--- src/rtl/vote_pkg.sv ---
// Shared types and helpers for the voting session controller.
//   session_state_t : controller FSM state encoding (IDLE/OPEN/TALLY/CLEAR)
//   MODE_*          : mode codes driven to the voting core
//   is_onehot()     : ballot validity check on a candidate vector
package vote_pkg;

  localparam int unsigned CAND_W  = 4;
  localparam int unsigned ACC_W   = 16;
  localparam int unsigned REJ_W   = 8;
  localparam int unsigned STATE_W = 3;

  typedef enum logic [STATE_W-1:0] {
    ST_IDLE  = 3'd0,
    ST_OPEN  = 3'd1,
    ST_TALLY = 3'd2,
    ST_CLEAR = 3'd3
  } session_state_t;

  localparam logic [1:0] MODE_VOTE  = 2'b00;
  localparam logic [1:0] MODE_COUNT = 2'b01;
  localparam logic [1:0] MODE_CLEAR = 2'b10;
  localparam logic [1:0] MODE_IDLE  = 2'b11;

  // True when exactly one candidate bit is set.
  function automatic logic is_onehot(input logic [CAND_W-1:0] v);
    return (v != '0) && ((v & (v - CAND_W'(1))) == '0);
  endfunction

endpackage

--- src/rtl/rr_arbiter.sv ---
// Combinational round-robin arbiter.
//   req         : per-requester request vector
//   ptr         : highest-priority index for this cycle
//   enable      : when low, no grant is issued
//   grant       : one-hot grant
//   grant_valid : a grant was issued
module rr_arbiter #(
  parameter  int unsigned WIDTH = 4,
  localparam int unsigned PTR_W = (WIDTH > 1) ? $clog2(WIDTH) : 1
) (
  input  logic [WIDTH-1:0] req,
  input  logic [PTR_W-1:0] ptr,
  input  logic             enable,
  output logic [WIDTH-1:0] grant,
  output logic             grant_valid
);

  // Search ptr..WIDTH-1 first, then wrap to 0..ptr-1.
  always_comb begin
    grant       = '0;
    grant_valid = 1'b0;
    for (int i = 0; i < int'(WIDTH); i++) begin
      if (enable && !grant_valid && req[i] && (i >= int'(ptr))) begin
        grant[i]    = 1'b1;
        grant_valid = 1'b1;
      end
    end
    for (int i = 0; i < int'(WIDTH); i++) begin
      if (enable && !grant_valid && req[i] && (i < int'(ptr))) begin
        grant[i]    = 1'b1;
        grant_valid = 1'b1;
      end
    end
  end

endmodule

--- src/rtl/vote_session_ctrl.sv ---
// Session controller and booth arbiter for the voting core.
//   clk, rst                 : clock, async active-high reset
//   booth_req/booth_choice   : per-booth level request and 4-bit candidate vector
//   booth_ack/booth_nack     : 1-cycle accept/reject response pulses
//   admin_open/close/clear   : session commands (clear > close > open)
//   mode_out                 : core mode for the current session state
//   vote_strobe/vote_onehot  : confirm pulse and candidate to the core
//   session_state            : FSM state encoding
//   accepted_cnt/rejected_cnt: saturating ballot statistics
module vote_session_ctrl
  import vote_pkg::*;
#(
  parameter int unsigned NUM_BOOTHS = 4,
  parameter int unsigned CLEAR_CYC  = 2
) (
  input  logic                         clk,
  input  logic                         rst,
  input  logic [NUM_BOOTHS-1:0]        booth_req,
  input  logic [CAND_W*NUM_BOOTHS-1:0] booth_choice,
  output logic [NUM_BOOTHS-1:0]        booth_ack,
  output logic [NUM_BOOTHS-1:0]        booth_nack,
  input  logic                         admin_open,
  input  logic                         admin_close,
  input  logic                         admin_clear,
  output logic [1:0]                   mode_out,
  output logic                         vote_strobe,
  output logic [CAND_W-1:0]            vote_onehot,
  output logic [STATE_W-1:0]           session_state,
  output logic [ACC_W-1:0]             accepted_cnt,
  output logic [REJ_W-1:0]             rejected_cnt
);

  localparam int unsigned PTR_W = (NUM_BOOTHS > 1) ? $clog2(NUM_BOOTHS) : 1;
  localparam int unsigned CLR_W = (CLEAR_CYC > 1) ? $clog2(CLEAR_CYC) : 1;

  session_state_t          state;
  logic [CLR_W-1:0]        clr_cnt;
  logic [PTR_W-1:0]        rr_ptr;
  logic [NUM_BOOTHS-1:0]   armed;
  logic                    grant_last;

  logic [NUM_BOOTHS-1:0]   eligible;
  logic                    arb_en;
  logic [NUM_BOOTHS-1:0]   gnt;
  logic                    gnt_valid;
  logic [PTR_W-1:0]        gnt_idx;
  logic [CAND_W-1:0]       gnt_choice;
  logic [PTR_W-1:0]        next_ptr;
  logic                    accept;

  assign session_state = state;

  // Only armed requesters compete; a grant blocks the next cycle so the
  // confirm strobe always has a low cycle between pulses. CLEAR holds requests.
  assign eligible = booth_req & armed;
  assign arb_en   = !grant_last && (state != ST_CLEAR);

  rr_arbiter #(.WIDTH(NUM_BOOTHS)) u_arb (
    .req         (eligible),
    .ptr         (rr_ptr),
    .enable      (arb_en),
    .grant       (gnt),
    .grant_valid (gnt_valid)
  );

  // Granted booth index and its ballot.
  always_comb begin
    gnt_idx    = '0;
    gnt_choice = '0;
    for (int i = 0; i < int'(NUM_BOOTHS); i++) begin
      if (gnt[i]) begin
        gnt_idx    = PTR_W'(i);
        gnt_choice = booth_choice[CAND_W*i +: CAND_W];
      end
    end
  end

  assign next_ptr = (gnt_idx == PTR_W'(NUM_BOOTHS - 1)) ? '0 : gnt_idx + PTR_W'(1);

  // Old state decides; a concurrent clear forces a reject.
  assign accept = gnt_valid && (state == ST_OPEN) && !admin_clear && is_onehot(gnt_choice);

  // Session FSM, arbitration bookkeeping and registered outputs.
  always_ff @(posedge clk or posedge rst) begin
    if (rst) begin
      state        <= ST_IDLE;
      clr_cnt      <= '0;
      mode_out     <= MODE_IDLE;
      rr_ptr       <= '0;
      armed        <= '1;
      grant_last   <= 1'b0;
      booth_ack    <= '0;
      booth_nack   <= '0;
      vote_strobe  <= 1'b0;
      vote_onehot  <= '0;
      accepted_cnt <= '0;
      rejected_cnt <= '0;
    end else begin
      booth_ack   <= '0;
      booth_nack  <= '0;
      vote_strobe <= 1'b0;
      vote_onehot <= '0;
      grant_last  <= gnt_valid;
      // Disarm on own response; re-arm once the request is seen low.
      armed       <= ~gnt & (armed | ~booth_req);

      if (gnt_valid) begin
        rr_ptr <= next_ptr;
        if (accept) begin
          booth_ack   <= gnt;
          vote_strobe <= 1'b1;
          vote_onehot <= gnt_choice;
          if (accepted_cnt != '1) accepted_cnt <= accepted_cnt + ACC_W'(1);
        end else begin
          booth_nack <= gnt;
          if (rejected_cnt != '1) rejected_cnt <= rejected_cnt + REJ_W'(1);
        end
      end

      // Clear wins over everything, including this cycle's counter update.
      if (admin_clear) begin
        state        <= ST_CLEAR;
        mode_out     <= MODE_CLEAR;
        clr_cnt      <= '0;
        accepted_cnt <= '0;
        rejected_cnt <= '0;
      end else begin
        case (state)
          ST_IDLE: begin
            if (admin_open) begin
              state    <= ST_OPEN;
              mode_out <= MODE_VOTE;
            end
          end
          ST_OPEN: begin
            if (admin_close) begin
              state    <= ST_TALLY;
              mode_out <= MODE_COUNT;
            end
          end
          ST_TALLY: ;
          ST_CLEAR: begin
            if (clr_cnt == CLR_W'(CLEAR_CYC - 1)) begin
              state    <= ST_IDLE;
              mode_out <= MODE_IDLE;
            end else begin
              clr_cnt <= clr_cnt + CLR_W'(1);
            end
          end
          default: begin
            state    <= ST_IDLE;
            mode_out <= MODE_IDLE;
          end
        endcase
      end
    end
  end

endmodule

--- config.mk ---
export PLATFORM = sky130hd
export DESIGN_NAME = vote_session_ctrl
export DESIGN_NICKNAME = d
export VERILOG_FILES = /design/src/rtl/vote_pkg.sv /design/src/rtl/rr_arbiter.sv /design/src/rtl/vote_session_ctrl.sv
export SDC_FILE = /design/constraint.sdc
export NUM_CORES = 1
export LEC_CHECK = 0
export CAP_MARGIN = 20
export CORE_MARGIN = 2
export CORE_UTILIZATION = 45
export CTS_BUF_LIST = sky130_fd_sc_hd__clkbuf_16
export DETAILED_ROUTE_END_ITERATION = 8
export PLACE_DENSITY_LB_ADDON = 0.1
export REMOVE_ABC_BUFFERS = 1
export SYNTH_ARGS = -nofsm -noshare
export SYNTH_HDL_FRONTEND = slang
export SYNTH_HIERARCHICAL = 1
export SYNTH_SLANG_ARGS = --single-unit
--- constraint.sdc ---
create_clock -name clk -period 4 [get_ports clk]
set_input_delay 0.6 -clock clk [delete_from_list [all_inputs] [get_ports clk]]
set_output_delay 0.6 -clock clk [all_outputs]
set_load 0.01 [all_outputs]
== Word-level counts from Yosys, hierarchy flattened ==
Index checks and enable logic that the tools add are counted.

* Flip-flop bits (word level): 50
* Input port bits: 25
* Output and inout port bits: 42
* Word-level logic and storage cells: 134

* Add/subtract/negate cells: 5
* Order comparisons: 6
* Equality and inequality tests: 12
* Muxes and demuxes: 50
* Bitwise gates (word level): 6
* Reduce and logical (&&, ||, !) cells: 43

{| class="wikitable"
|+ Operators by type and width
! cell !! count
|-
| $mux 16 || 4
|-
| $mux 4 || 10
|-
| $mux 8 || 4
|-
| $logic_and 1x1->1 || 24
|-
| $mux 1 || 19
|-
| $add 16x1->16 const B || 1
|-
| $ne 16x16->1 const B || 1
|-
| $mux 2 || 7
|-
| $and 4x4->4 || 3
|-
| $mux 3 || 4
|-
| $pmux 3 s4 || 1
|-
| $reduce_bool 2->1 || 5
|-
| $ne 3x3->1 const B || 3
|-
| $add 8x1->8 const B || 1
|-
| $logic_not 1->1 || 8
|-
| $ne 8x8->1 const B || 1
|-
| $not 4->4 || 2
|-
| $pmux 2 s4 || 1
|-
| $eq 3x2->1 const B || 2
|-
| $reduce_and 3->1 || 2
|-
| $ge 1x2->1 const A || 2
|-
| $logic_not 4->1 || 1
|-
| $lt 1x2->1 const A || 2
|-
| $ne 2x2->1 const B || 2
|-
| 12 further kinds || 12
|}

== Depth between registers and ports, before layout ==
Gate-level depths: netlist (run 1).

* Depth in word-level cells: 44
* Mapped depth: 12
* Depth with buffers taken out: 11

== Modules after synthesis ==
Netlist (run 1), hierarchy kept.

{| class="wikitable"
|+ Modules (own cells, without submodules)
! module !! instances !! cells each !! area an instance (µm²)
|-
| vote_session_ctrl || 1 || 269 || 2628.8
|-
| rr_arbiter || 1 || 19 || 123.9
|}

== Least setup slack after synthesis (run 1) ==
No wires, ideal clock.

* Path type: input -> register
* Start point: input port booth_req[3]
* End point: register accepted_cnt[11]
* Library setup time: 0.128 ns
* Data arrival time: 3.162 ns
* Required time: 3.872 ns
* Path slack: 0.710 ns
* Stages on the path: 12
* Path through: and2_1 a21oi_1 o21bai_1 a21oi_1 buf_6 a21oi_1 a32o_2 or4b_1 o211a_2 buf_6 nor4_1 mux2_1

* Longest elaborated chain between the ends: 27

{| class="wikitable"
|+ Ends and longest elaborated chain
! element !! line !! text
|-
| from (decl) || vote_session_ctrl.sv:18 || <nowiki>input logic [NUM_BOOTHS-1:0] booth_req,</nowiki>
|-
| $and 4x4->4 (*) || vote_session_ctrl.sv:55 || <nowiki>assign eligible = booth_req & armed;</nowiki>
|-
| $logic_and 1x1->1 (*) || rr_arbiter.sv:23 || <nowiki>if (enable && !grant_valid && req[i] && (i >= int'(ptr))) begin</nowiki>
|-
| $mux 1 (*) || rr_arbiter.sv:23 ||
|-
| $logic_not 1->1 || rr_arbiter.sv:29 || <nowiki>if (enable && !grant_valid && req[i] && (i < int'(ptr))) begin</nowiki>
|-
| $logic_and 1x1->1 (3 in a row) || rr_arbiter.sv:29 ||
|-
| $mux 1 (*) || rr_arbiter.sv:29 ||
|-
| $logic_not 1->1 || rr_arbiter.sv:29 ||
|-
| $logic_and 1x1->1 (3 in a row) || rr_arbiter.sv:29 ||
|-
| (+6 left out) || n/a ||
|-
| named net gnt[2] || vote_session_ctrl.sv:44 || <nowiki>logic [NUM_BOOTHS-1:0] gnt;</nowiki>
|-
| $mux 4 (*) (2 in a row) || vote_session_ctrl.sv:71 || <nowiki>if (gnt[i]) begin</nowiki>
|-
| $sub 4x1->4 || vote_pkg.sv:26 || <nowiki>return (v != '0) && ((v & (v - CAND_W'(1))) == '0);</nowiki>
|-
| $and 4x4->4 || vote_pkg.sv:26 ||
|-
| $logic_not 4->1 || vote_pkg.sv:26 ||
|-
| $logic_and 1x1->1 (*) || vote_pkg.sv:26 ||
|-
| $logic_and 1x1->1 (*) || vote_session_ctrl.sv:81 || <nowiki>assign accept = gnt_valid && (state == ST_OPEN) && !admin_clear && is_onehot(gnt_choice);</nowiki>
|-
| $reduce_bool 2->1 (no source line) (*) || n/a ||
|-
| $reduce_and 3->1 (no source line) (*) || n/a ||
|-
| to (signal assigned) || vote_session_ctrl.sv:113 || <nowiki>if (accepted_cnt != '1) accepted_cnt <= accepted_cnt + ACC_W'(1);</nowiki>
|-
| to (decl) || vote_session_ctrl.sv:29 || <nowiki>output logic [ACC_W-1:0] accepted_cnt,</nowiki>
|}

Mark *: on every way through the listed nets, which the timed path passes. The rest lies on a longest branch.
A chain may end at the register's enable or synchronous reset.

== Final worst setup path (run 1) ==
* Start point: input port booth_req[3]
* End point: register accepted_cnt[8]

* Longest elaborated chain between the ends: 27

{| class="wikitable"
|+ Ends and longest elaborated chain
! element !! line !! text
|-
| $and 4x4->4 (*) || vote_session_ctrl.sv:55 ||
|-
| named net eligible[3] || vote_session_ctrl.sv:42 || <nowiki>logic [NUM_BOOTHS-1:0] eligible;</nowiki>
|-
| $logic_and 1x1->1 (*) || rr_arbiter.sv:23 ||
|-
| $mux 1 (*) || rr_arbiter.sv:23 ||
|-
| $logic_not 1->1 || rr_arbiter.sv:29 ||
|-
| $logic_and 1x1->1 (3 in a row) || rr_arbiter.sv:29 ||
|-
| $mux 1 (*) || rr_arbiter.sv:29 ||
|-
| $logic_not 1->1 || rr_arbiter.sv:29 ||
|-
| (+9 left out) || n/a ||
|-
| named net gnt[2] || vote_session_ctrl.sv:44 ||
|-
| $mux 4 (*) (2 in a row) || vote_session_ctrl.sv:71 ||
|-
| $sub 4x1->4 || vote_pkg.sv:26 ||
|-
| $and 4x4->4 || vote_pkg.sv:26 ||
|-
| $logic_not 4->1 || vote_pkg.sv:26 ||
|-
| $logic_and 1x1->1 (*) || vote_pkg.sv:26 ||
|-
| $logic_and 1x1->1 (*) || vote_session_ctrl.sv:81 ||
|-
| $reduce_bool 2->1 (no source line) (*) || n/a ||
|-
| $reduce_and 3->1 (no source line) (*) || n/a ||
|}

Marks and branches as above.

==> results.py, run 1 <==
metrics = {
    "run_status": {
        "status": "completed",
    },
    "die": {
        "die_area_sq_um": 6760,
        "core_area_sq_um": 5920,
        "initial_core_util_pct": 46.5,
        "chipWidth_microns": 82.2,
        "die_y_microns": 82.2,
        "core.rowCount": 28,
        "io_pins": 67,
    },
    "drt": {
        "drc": 0,
        "via_count": 2480,
        "first_pass_iters": 4,
        "totalWireLength_microns": 6840,
        "avgRoutedWirePerCell_microns": 15.7,
        "route.antenna.remaining_nets": 0,
        "drt_iter0_drc": 200,
        "via_per_inst": 5.70,
    },
    "final_layout": {
        "final-seq-area_sq_um": 1230,
        "fillCellCount": 525,
        "area_growth_pct": 34.8,
        "finalNetCount": 386,
        "final_common_cell": "clkdlybuf4s50_1",
        "final_core_util_pct": 62.7,
        "multi_input_area_sq_um": 1370,
        "diodes": 0,
        "drive_gt1_share_pct": 10.8,
        "final_cell_mix": "clkdlybuf4s50_1, dfrtp_1, a21oi_1, nor2_1",
    },
    "sta": {
        "hold_violations": 0,
        "worst_pin_slew_ns": 0.542,
        "max_slew_margin_pct": 63.4,
        "final.setup.tns_ns": 0,
        "setup_viol_count_final": 0,
        "rsz0062_at_grt": "no",
        "skew_ns": 0.00410,
        "finalCriticalPeriod_ns": 3.73,
        "fin_crit_sh_pct": 93.3,
        "slew_viol_final": 0,
        "fmax_ghz": 0.268,
    },
    "synthesis": {
        "yosysSeqAreaShare_pct": 44.8,
        "synthDistinctLibCells": 62,
        "syn_area_per_cell_sq_um": 9.56,
        "synth_edf_count": 0,
        "synth_mux_area_share_pct": 6.50,
        "synth_flop_cell": "dfrtp_1",
        "synthAdderAreaFrac_pct": 0.909,
        "synth_top_family_by_area": "simple AND/OR/NAND/NOR gates",
        "postSynthCellCount": 288,
        "yosysWarnings": 6,
        "async_reset_ff_share_pct": 100,
        "synthesis.area_sq_um": 2750,
        "synth-simple-area-share_pct": 25.8,
        "synth-compound-area-share_pct": 16.2,
        "synth_xor_area_share_pct": 0.318,
        "ys_ff_latch": 49,
    },
    "placed_design": {
        "place_hpwl_microns": 4700,
        "globalplace.congestion": 0.816,
        "io_buffer_count": 65,
    },
    "power": {
        "powerDensity_nw_per_um2": 436,
        "seqPwrFrac_pct": 36.5,
        "combPwrFrac_pct": 34.1,
        "p_leak_nw": 1.58,
        "p_int_mw": 1.09,
        "swShare_pct": 32.9,
        "power_switching_mw": 0.532,
        "clock_power_share_pct": 29.4,
        "irDropWorstVdd_v": 0.000238,
    },
    "cts": {
        "clk_latency_ns": 0.29,
        "root_buffer": "clkbuf_16",
        "clockBufferDepth": 2,
        "tritoncts": "built",
        "hold_buffers": 0,
        "cts_sinks": 49,
        "clkTransAtPathRegs_ns": 0.07,
        "numCtsBuffers": 5,
        "h-tree-depth": 2,
        "cts_resized": 0,
        "post-cts-setup-buffers": 0,
    },
    "worst_setup_path": {
        "crit_type": "input port to flip-flop",
        "cp_max_fo": 22,
        "worstPathArrival_ns": 3.90,
        "cpPeakStageDelay_ns": 0.49,
        "required_ns": 4.17,
        "crit_top_cell": "a21oi_1",
        "worst-path-buf-inv": 2,
        "path_cells": "clkdlybuf4s50_1, and2_1, a21oi_1, o21bai_1, a21oi_1, buf_4, nand4bb_1, a32o_2, or4b_1, o211a_2, nor4bb_1, mux2_1",
        "cpMaxStageDelayCell": "or4b_1",
        "cp-start-kind": "input port",
        "crit_path_end_kind": "flip-flop",
        "crit_family": "simple AND/OR/NAND/NOR gates",
    },
    "global_route": {
        "grt_usage_pct": 20.9,
        "grt_pass1_vias": 2278,
        "grt_antenna_before_repair": 0,
        "grt_max_degree": 50,
        "grt_pass1_wl_microns": 10900,
        "overflow": 0,
    },
    "flow_run": {
        "maxCapViolCount": 0,
    },
    "hold_path": {
        "hold_class": "flip-flop to flip-flop",
    },
}
area by class of cell:
class                           count  area share (%)
Clock buffer                        5            3.37
Clock inverter                      3            1.11
Inverter                           16            1.62
Multi-Input combinational cell    206            37.0
Sequential cell                    49            33.3
Tap cell                           75            2.53
Timing Repair Buffer               81            21.1
through the flow:
stage,worst slack [ns],instances,instance area [sq um],power (mW),hold slack (ns)
floorplan,0.567,271,2670,0.903,0.443
global placement,0.0148,426,3520,1.13,0.448
detailed placement,0.00527,426,3520,1.15,0.450
CTS,0.293,434,3690,1.63,0.461
global route,0.0155,435,3710,1.71,0.479
finish,0.266,435,3710,1.62,0.456
cells in the mapped netlist, drive strengths merged (2+ instances only):
cell type | count | area [sq um]
a21o | 2 | 15.0
a21oi | 30 | 150
a31oi | 2 | 12.5
a32o | 2 | 21.3
a32oi | 2 | 17.5
and2 | 6 | 37.5
and3 | 14 | 87.6
and4 | 2 | 17.5
buf | 8 | 52.6
clkbuf | 9 | 33.8
dfrtp | 43 | 1080
dfstp | 6 | 158
ha | 2 | 25.0
inv | 16 | 60.1
mux2 | 15 | 169
nand2 | 8 | 30.0
nand2b | 2 | 12.5
nand3 | 12 | 60.1
nand3b | 4 | 30.0
nand4 | 6 | 37.5
nand4bb | 4 | 45.0
nor2 | 25 | 93.8
nor2b | 15 | 93.8
nor3 | 2 | 10.0
nor4 | 4 | 25.0
nor4bb | 3 | 30.0
o21ai | 6 | 30.0
o311ai | 2 | 17.5
o31ai | 5 | 37.5
or3 | 2 | 12.5
or4 | 5 | 37.5
or4b | 2 | 23.8
power groups by stage:
stage / Clock (mW) / Combinational [mW] / Sequential (mW)
detailed placement: 0 / 0.548 / 0.599
floorplan: 0 / 0.302 / 0.601
global placement: 0 / 0.534 / 0.597
CTS: 0.485 / 0.552 / 0.590
global route: 0.505 / 0.609 / 0.598
finish: 0.475 / 0.552 / 0.591
worst paths after layout:
| kind | cells after the start | end | from | slack, ns |
|---|---|---|---|---|
| worst min register to register | 2 | armed[0]$_DFF_PP1_ | armed[0]$_DFF_PP1_ | 0.46 |
| worst min-delay path | 2 | armed[0]$_DFF_PP1_ | armed[0]$_DFF_PP1_ | 0.46 |
| worst max-delay path | 12 | accepted_cnt[8]$_DFFE_PP0P_ | booth_req[3] | 0.27 |
| worst max register to register | 11 | accepted_cnt[8]$_DFFE_PP0P_ | armed[3]$_DFF_PP1_ | 0.54 |
| min in group asynchronous | 2 | session_state[1]$_DFFE_PP0P_ | rst | 0.54 |
| max in group asynchronous | 3 | mode_out[0]$_DFFE_PP1P_ | rst | 2.93 |
sequential cells by signal (all words and copies together), names as in the netlist:
| register | cells |
|---|---|
| rejected_cnt | 8 |
| clr_cnt | 1 |
| mode_out | 2 |
| booth_nack | 4 |
| booth_ack | 4 |
| armed | 4 |
| session_state | 2 |
| rr_ptr | 2 |
| grant_last | 1 |
| accepted_cnt | 16 |
| vote_strobe | 1 |
| vote_onehot | 4 |
kinds of logic (layout without fill, tap and decap cells):
logic type	after synthesis	in the layout
buf+inv	33	105
xor+xnor	1	1
compound gates	67	67
mux	16	16
flops	49	49
other cells	1	1
fa+ha+maj	2	2
simple gates	119	119
worst reg2reg max path, cell delays in order, from the launching register on:
cell	delay, ns
dfstp_2	0.52
and2_1	0.24
a21oi_1	0.10
o21bai_1	0.18
a21oi_1	0.12
buf_4	0.18
nand4bb_1	0.18
a32o_2	0.28
or4b_1	0.49
o211a_2	0.29
nor4bb_1	0.40
mux2_1	0.36
layer usage:
layer,part of all wire [%],track usage [%]
met3,6.0,3.91
met4,1.1,6.67
met1,47,30.8
met2,45,30.9
met5,0,0
Note: power is estimated with default switching activity, not from simulation.
==> run 2, diff against run 1 <==
--- a/config.mk
+++ b/config.mk
@@ -12,7 +12,7 @@
 export DETAILED_ROUTE_END_ITERATION = 8
 export PLACE_DENSITY_LB_ADDON = 0.1
 export REMOVE_ABC_BUFFERS = 1
+export SKIP_CTS_REPAIR_TIMING = 1
 export SYNTH_ARGS = -nofsm -noshare
 export SYNTH_HDL_FRONTEND = slang
-export SYNTH_HIERARCHICAL = 1
 export SYNTH_SLANG_ARGS = --single-unit
==> results.py, run 2 <==
metrics = {
    "synthesis": {
        "synth_edf_count": 0,
        "yosysMostFrequentCell": "dfrtp_1",
        "synthesis.area_sq_um": 2720,
        "syn_area_per_cell_sq_um": 9.24,
        "ys_ff_latch": 49,
        "synth-compound-area-share_pct": 16.9,
        "synth_top_area_share_pct": 39.6,
        "synth_xor_area_share_pct": 0.323,
        "yosysSeqAreaShare_pct": 45.4,
        "synthAdderAreaFrac_pct": 0.922,
        "yosys-top-cells-count": "dfrtp_1, nor2_1, a21oi_1",
        "synthDistinctLibCells": 60,
        "synth_mux_area_share_pct": 3.73,
        "synth_top_cell_by_area": "dfrtp_1",
        "yosysWarnings": 0,
        "synth_flop_cell": "dfrtp_1",
        "synth_top_family_by_area": "simple AND/OR/NAND/NOR gates",
        "postSynthCellCount": 294,
        "synth-simple-area-share_pct": 27.5,
        "async_reset_ff_share_pct": 100,
        "ys_top_cells_by_area": "dfrtp_1, dfstp_2, nor2_1",
    },
    "final_layout": {
        "final_cells": 436,
        "largest_reg_flops": 16,
        "area_growth_pct": 31.7,
        "top_regs": "accepted_cnt (16), rejected_cnt (8)",
        "final_cell_mix": "clkdlybuf4s50_1, dfrtp_1, nor2_1, a21oi_1, nand3_1",
        "final_common_cell": "clkdlybuf4s50_1",
        "finalNetCount": 387,
        "largest-register": "accepted_cnt",
        "diodes": 0,
        "drive_gt1_share_pct": 9.14,
    },
    "drt": {
        "first_pass_iters": 6,
        "route.antenna.remaining_nets": 0,
        "avgRoutedWirePerCell_microns": 14.5,
        "drt_iter0_drc": 91,
        "via_per_inst": 5.50,
        "via_count": 2399,
        "totalWireLength_microns": 6310,
        "drc": 0,
    },
    "placed_design": {
        "globalplace.congestion": 0.858,
        "preCtsSetupSlack_ns": 0.0223,
        "place_hpwl_microns": 4760,
        "io_buffer_count": 65,
        "placedCellCount": 427,
    },
    "cts": {
        "tritoncts": "built",
        "clk_latency_ns": 0.28,
        "clkTransAtPathRegs_ns": 0.06,
        "cts_sinks": 49,
        "root_buffer": "clkbuf_16",
        "clockBufferDepth": 2,
        "numCtsBuffers": 5,
        "h-tree-depth": 2,
    },
    "worst_setup_path": {
        "worstPathArrival_ns": 3.83,
        "cpMaxStageDelayCell": "clkdlybuf4s50_1",
        "crit_path_end_kind": "flip-flop",
        "cpPeakStageDelay_ns": 0.54,
        "rrSetupSlack_ns": 0.64,
        "cp-start-kind": "input port",
        "cp_max_fo": 23,
        "crit_family": "compound AO/OA/AOI/OAI gates",
        "required_ns": 4.17,
        "path_cells": "clkdlybuf4s50_1, a22oi_1, o31a_1, and3b_1, a211oi_2, nor3_1, or3b_1, a21o_1, nor4_1, mux2_1",
        "worst-path-buf-inv": 1,
        "crit_type": "input port to flip-flop",
    },
    "global_route": {
        "grt_usage_pct": 20.1,
        "overflow": 0,
        "grt_antenna_before_repair": 0,
        "grt_pass1_wl_microns": 10300,
        "grt_pass1_vias": 2256,
        "grt_max_degree": 50,
    },
    "die": {
        "initial_core_util_pct": 46.1,
        "io_pins": 67,
        "chipWidth_microns": 81.7,
        "core_area_sq_um": 5890,
        "die_area_sq_um": 6670,
        "core.rowCount": 28,
        "die_y_microns": 81.7,
    },
    "sta": {
        "setup_viol_count_final": 0,
        "fmax_ghz": 0.273,
        "finalCriticalPeriod_ns": 3.66,
        "whs_ns": 0.484,
        "rsz0062_at_grt": "no",
        "worst_pin_slew_ns": 0.649,
        "max_slew_margin_pct": 56.7,
        "hold_violations": 0,
        "skew_ns": 0.00418,
        "setup_ws_ns": 0.339,
        "fin_crit_sh_pct": 91.5,
        "final.setup.tns_ns": 0,
        "slew_viol_final": 0,
    },
    "power": {
        "irDropWorstVdd_v": 0.000257,
        "p_leak_nw": 1.46,
        "powerDensity_nw_per_um2": 398,
    },
    "flow_run": {
        "maxCapViolCount": 0,
    },
    "run_status": {
        "status": "completed",
    },
    "hold_path": {
        "hold_class": "flip-flop to flip-flop",
    },
}
run 2: cell types whose count changed in the layout (fill, tap and decap cells not counted), sizes merged, moves of 6 or more:
cell and change:
mux2 -6, nand2 +11, and3 -10, buf -10, nor3 +12, nand3 +10, nor2 +7, o21ai +10
nor2b -6, or3 +8, a21oi -6
run 2: logic make-up after synthesis:
| group | count (synthesis) |
|---|---|
| flops | 49 |
| fa+ha+maj | 2 |
| mux | 9 |
| xor+xnor | 1 |
| compound gates | 65 |
| simple gates | 139 |
| buf+inv | 28 |
| other cells | 1 |
run 2: power by group:
| part | internal [mW] | total (mW) | switching [mW] |
|---|---|---|---|
| sequential | 0.551 | 0.616 | 0.0647 |
| combinational | 0.186 | 0.414 | 0.228 |
| clock | 0.226 | 0.394 | 0.168 |
run 2: area by class of cell:
type                    instances  area [sq um]
clock inverters                 3          12.5
clock buffers                   5           125
inverters                      16          60.1
repair buffers                 71           708
flip-flops and latches         49          1230
multi-input cells             217          1340
well taps                      75          93.8
fillers                       516          2310
run 2: path summary, 6_finish.rpt:
path                                         startpoint                     endpoint  cells past startpoint
min                                  armed[1]$_DFF_PP1_           armed[1]$_DFF_PP1_                      2
max in group asynchronous                           rst           armed[0]$_DFF_PP1_                      3
max                                        booth_req[3]  accepted_cnt[5]$_DFFE_PP0P_                     10
min reg2reg                          armed[1]$_DFF_PP1_           armed[1]$_DFF_PP1_                      2
max reg2reg                session_state[0]$_DFFE_PP0P_  accepted_cnt[5]$_DFFE_PP0P_                      9
min in group asynchronous                           rst  rejected_cnt[6]$_DFFE_PP0P_                      2
run 2: metal layers:
metal	global-route usage, %	part of all wire (%)	vias up
met1	25.2	44	1161
met4	4.50	0.73	0
met5	0	0	-
met3	3.63	2.7	4
li1	-	-	1189
met2	35.9	52	45
run 2: through the flow:
step / utilization (%) / area [sq um] / power (mW)
finish: 60.8 / 3580 / 1.42
global route: 60.8 / 3580 / 1.50
CTS: 60.4 / 3560 / 1.43
detailed placement: 58.1 / 3420 / 1.04
global placement: 58.1 / 3420 / 1.03
floorplan: - / 2640 / 0.880
run 2: worst register-to-register path, stage by stage, from the launching register on:
cell and delay (ns):
dfrtp_1 0.51, a21o_4 0.31, nor3_4 0.31, nand3_1 0.13, a211oi_2 0.31, nor3_1 0.15, or3b_1 0.39, a21o_1 0.39
nor4_1 0.41, mux2_1 0.35
==> run 3, diff against run 2 <==
==> constraint.sdc (replaced) <==
create_clock -name clk -period 4.73 [get_ports clk]
set_input_delay 0.7095 -clock clk [delete_from_list [all_inputs] [get_ports clk]]
set_output_delay 0.7095 -clock clk [all_outputs]
set_load 0.02 [all_outputs]
==> results.py, run 3 (same netlist as run 2, synthesis figures left out) <==
metrics = {
    "run_status": {
        "status": "completed",
    },
    "worst_setup_path": {
        "worst-path-buf-inv": 2,
        "crit_family": "simple AND/OR/NAND/NOR gates",
        "cp-start-kind": "input port",
        "rr_endpoint": "accepted_cnt[9]$_DFFE_PP0P_",
        "crit_type": "input port to flip-flop",
        "rr_worst_depth": 10,
        "path_cells": "clkdlybuf4s50_1, a22oi_1, o221ai_1, nor4_1, a211oi_2, nor3_1, or3b_1, a21o_1, inv_2, and4_1, mux2_1",
        "rrSetupSlack_ns": 1.35,
        "rr_startpoint": "rr_ptr[0]$_DFFE_PP0P_",
        "crit_path_end_kind": "flip-flop",
        "cpPeakStageDelay_ns": 0.48,
        "worstPathArrival_ns": 3.98,
        "required_ns": 4.90,
        "crit_start": "booth_req[3]",
        "cp_max_fo": 19,
        "cpMaxStageDelayCell": "a21o_1",
    },
    "sta": {
        "fin_crit_sh_pct": 80.5,
        "worst_pin_slew_ns": 0.571,
        "fmax_ghz": 0.263,
        "slew_viol_final": 0,
        "max_slew_margin_pct": 61.9,
        "final.setup.tns_ns": 0,
        "setup_viol_count_final": 0,
        "skew_ns": 0.00578,
        "finalCriticalPeriod_ns": 3.81,
        "rsz0062_at_grt": "no",
        "hold_violations": 0,
    },
    "final_layout": {
        "finalNetCount": 385,
        "multi_input_area_sq_um": 1340,
        "final_common_cell": "clkdlybuf4s50_1",
        "largest_reg_flops": 16,
        "top_regs": "accepted_cnt (16), rejected_cnt (8)",
        "drive_gt1_share_pct": 8.36,
        "area_growth_pct": 31.1,
        "final-seq-area_sq_um": 1230,
        "final_cell_mix": "clkdlybuf4s50_1, dfrtp_1, nor2_1, a21oi_1, nand3_1",
        "largest-register": "accepted_cnt",
        "diodes": 0,
        "fillCellCount": 541,
    },
    "power": {
        "p_leak_nw": 1.46,
        "powerDensity_nw_per_um2": 342,
        "power.total_mw": 1.22,
        "irDropWorstVdd_v": 0.000196,
    },
    "cts": {
        "cts_sinks": 49,
        "clockBufferDepth": 2,
        "numCtsBuffers": 5,
        "root_buffer": "clkbuf_16",
        "tritoncts": "built",
        "clkTransAtPathRegs_ns": 0.06,
        "h-tree-depth": 2,
        "clk_latency_ns": 0.28,
    },
    "drt": {
        "via_count": 2410,
        "route.antenna.remaining_nets": 0,
        "first_pass_iters": 4,
        "totalWireLength_microns": 6580,
        "via_per_inst": 5.55,
        "drt_iter0_drc": 104,
        "drc": 0,
        "avgRoutedWirePerCell_microns": 15.2,
    },
    "hold_path": {
        "hold_class": "flip-flop to flip-flop",
        "whs_endpoint": "mode_out[1]$_DFFE_PP1P_",
        "hp-start": "mode_out[1]$_DFFE_PP1P_",
        "min_path_cells": 2,
    },
    "placed_design": {
        "place_hpwl_microns": 4810,
        "globalplace.congestion": 0.858,
        "io_buffer_count": 65,
    },
    "die": {
        "die_y_microns": 81.7,
        "core.rowCount": 28,
        "core_area_sq_um": 5890,
        "die_area_sq_um": 6670,
        "initial_core_util_pct": 46.1,
        "io_pins": 67,
        "chipWidth_microns": 81.7,
    },
    "global_route": {
        "overflow": 0,
        "grt_max_degree": 50,
        "grt_usage_pct": 21.0,
        "grt_pass1_vias": 2270,
        "grt_antenna_before_repair": 0,
        "grt_pass1_wl_microns": 10700,
    },
    "flow_run": {
        "maxCapViolCount": 0,
    },
}
[run 3: how the worst max path moves through the flow]
stage          slack, ns  cells past startpoint                     endpoint
2_1_floorplan       1.49                      9  accepted_cnt[5]$_DFFE_PP0P_
3_3_place_gp        0.75                     11  accepted_cnt[7]$_DFFE_PP0P_
3_5_place_dp        0.64                     11  accepted_cnt[7]$_DFFE_PP0P_
4_1_cts             0.94                     11  accepted_cnt[7]$_DFFE_PP0P_
5_1_grt             0.62                     11  accepted_cnt[2]$_DFFE_PP0P_
6_report            0.92                     11  accepted_cnt[7]$_DFFE_PP0P_
[run 3: cell type report]
cell class	count	share of cell area, %
clock buffers	5	3.51
multi-input cells	217	37.7
repair buffers	69	19.5
well taps	75	2.64
clock inverters	3	0.316
inverters	16	1.69
flip-flops and latches	49	34.7
[run 3: metrics by stage]
| stage | hold WS [ns] | instance area, sq um | util [%] | setup WS (ns) | instances |
|---|---|---|---|---|---|
| 2_1_floorplan | 0.458 | 2640 | - | 1.49 | 282 |
| 3_3_place_gp | 0.469 | 3400 | 57.8 | 0.750 | 425 |
| 3_5_place_dp | 0.480 | 3400 | 57.8 | 0.637 | 425 |
| 4_1_cts | 0.489 | 3540 | 60.1 | 0.937 | 433 |
| 5_1_grt | 0.507 | 3560 | 60.5 | 0.619 | 434 |
| 6_report | 0.491 | 3560 | 60.5 | 0.921 | 434 |
[run 3: worst reg2reg max path, stage by stage (launching register included)]
cell and delay, ns:
dfrtp_1 0.53, and4b_1 0.29, a31oi_2 0.31, nand3_1 0.14, a211oi_2 0.32, nor3_1 0.16, or3b_1 0.40, a21o_1 0.37
inv_2 0.20, and4_1 0.21, mux2_1 0.33
[run 3: power by group]
part,internal (mW),switching [mW],total [mW]
registers,0.466,0.0567,0.523
logic,0.151,0.208,0.359
clock network,0.190,0.144,0.335
[run 3: routing by layer]
layer  global-route usage (%)  wire [microns]  vias up  share of wire (%)
met3                     3.96             244        9                3.7
met4                     7.00              97        0                1.5
met5                        0               0        -                  0
met2                     35.7            3380       57                 51
met1                     27.0            2850     1162                 43
li1                         -               -     1182                  -
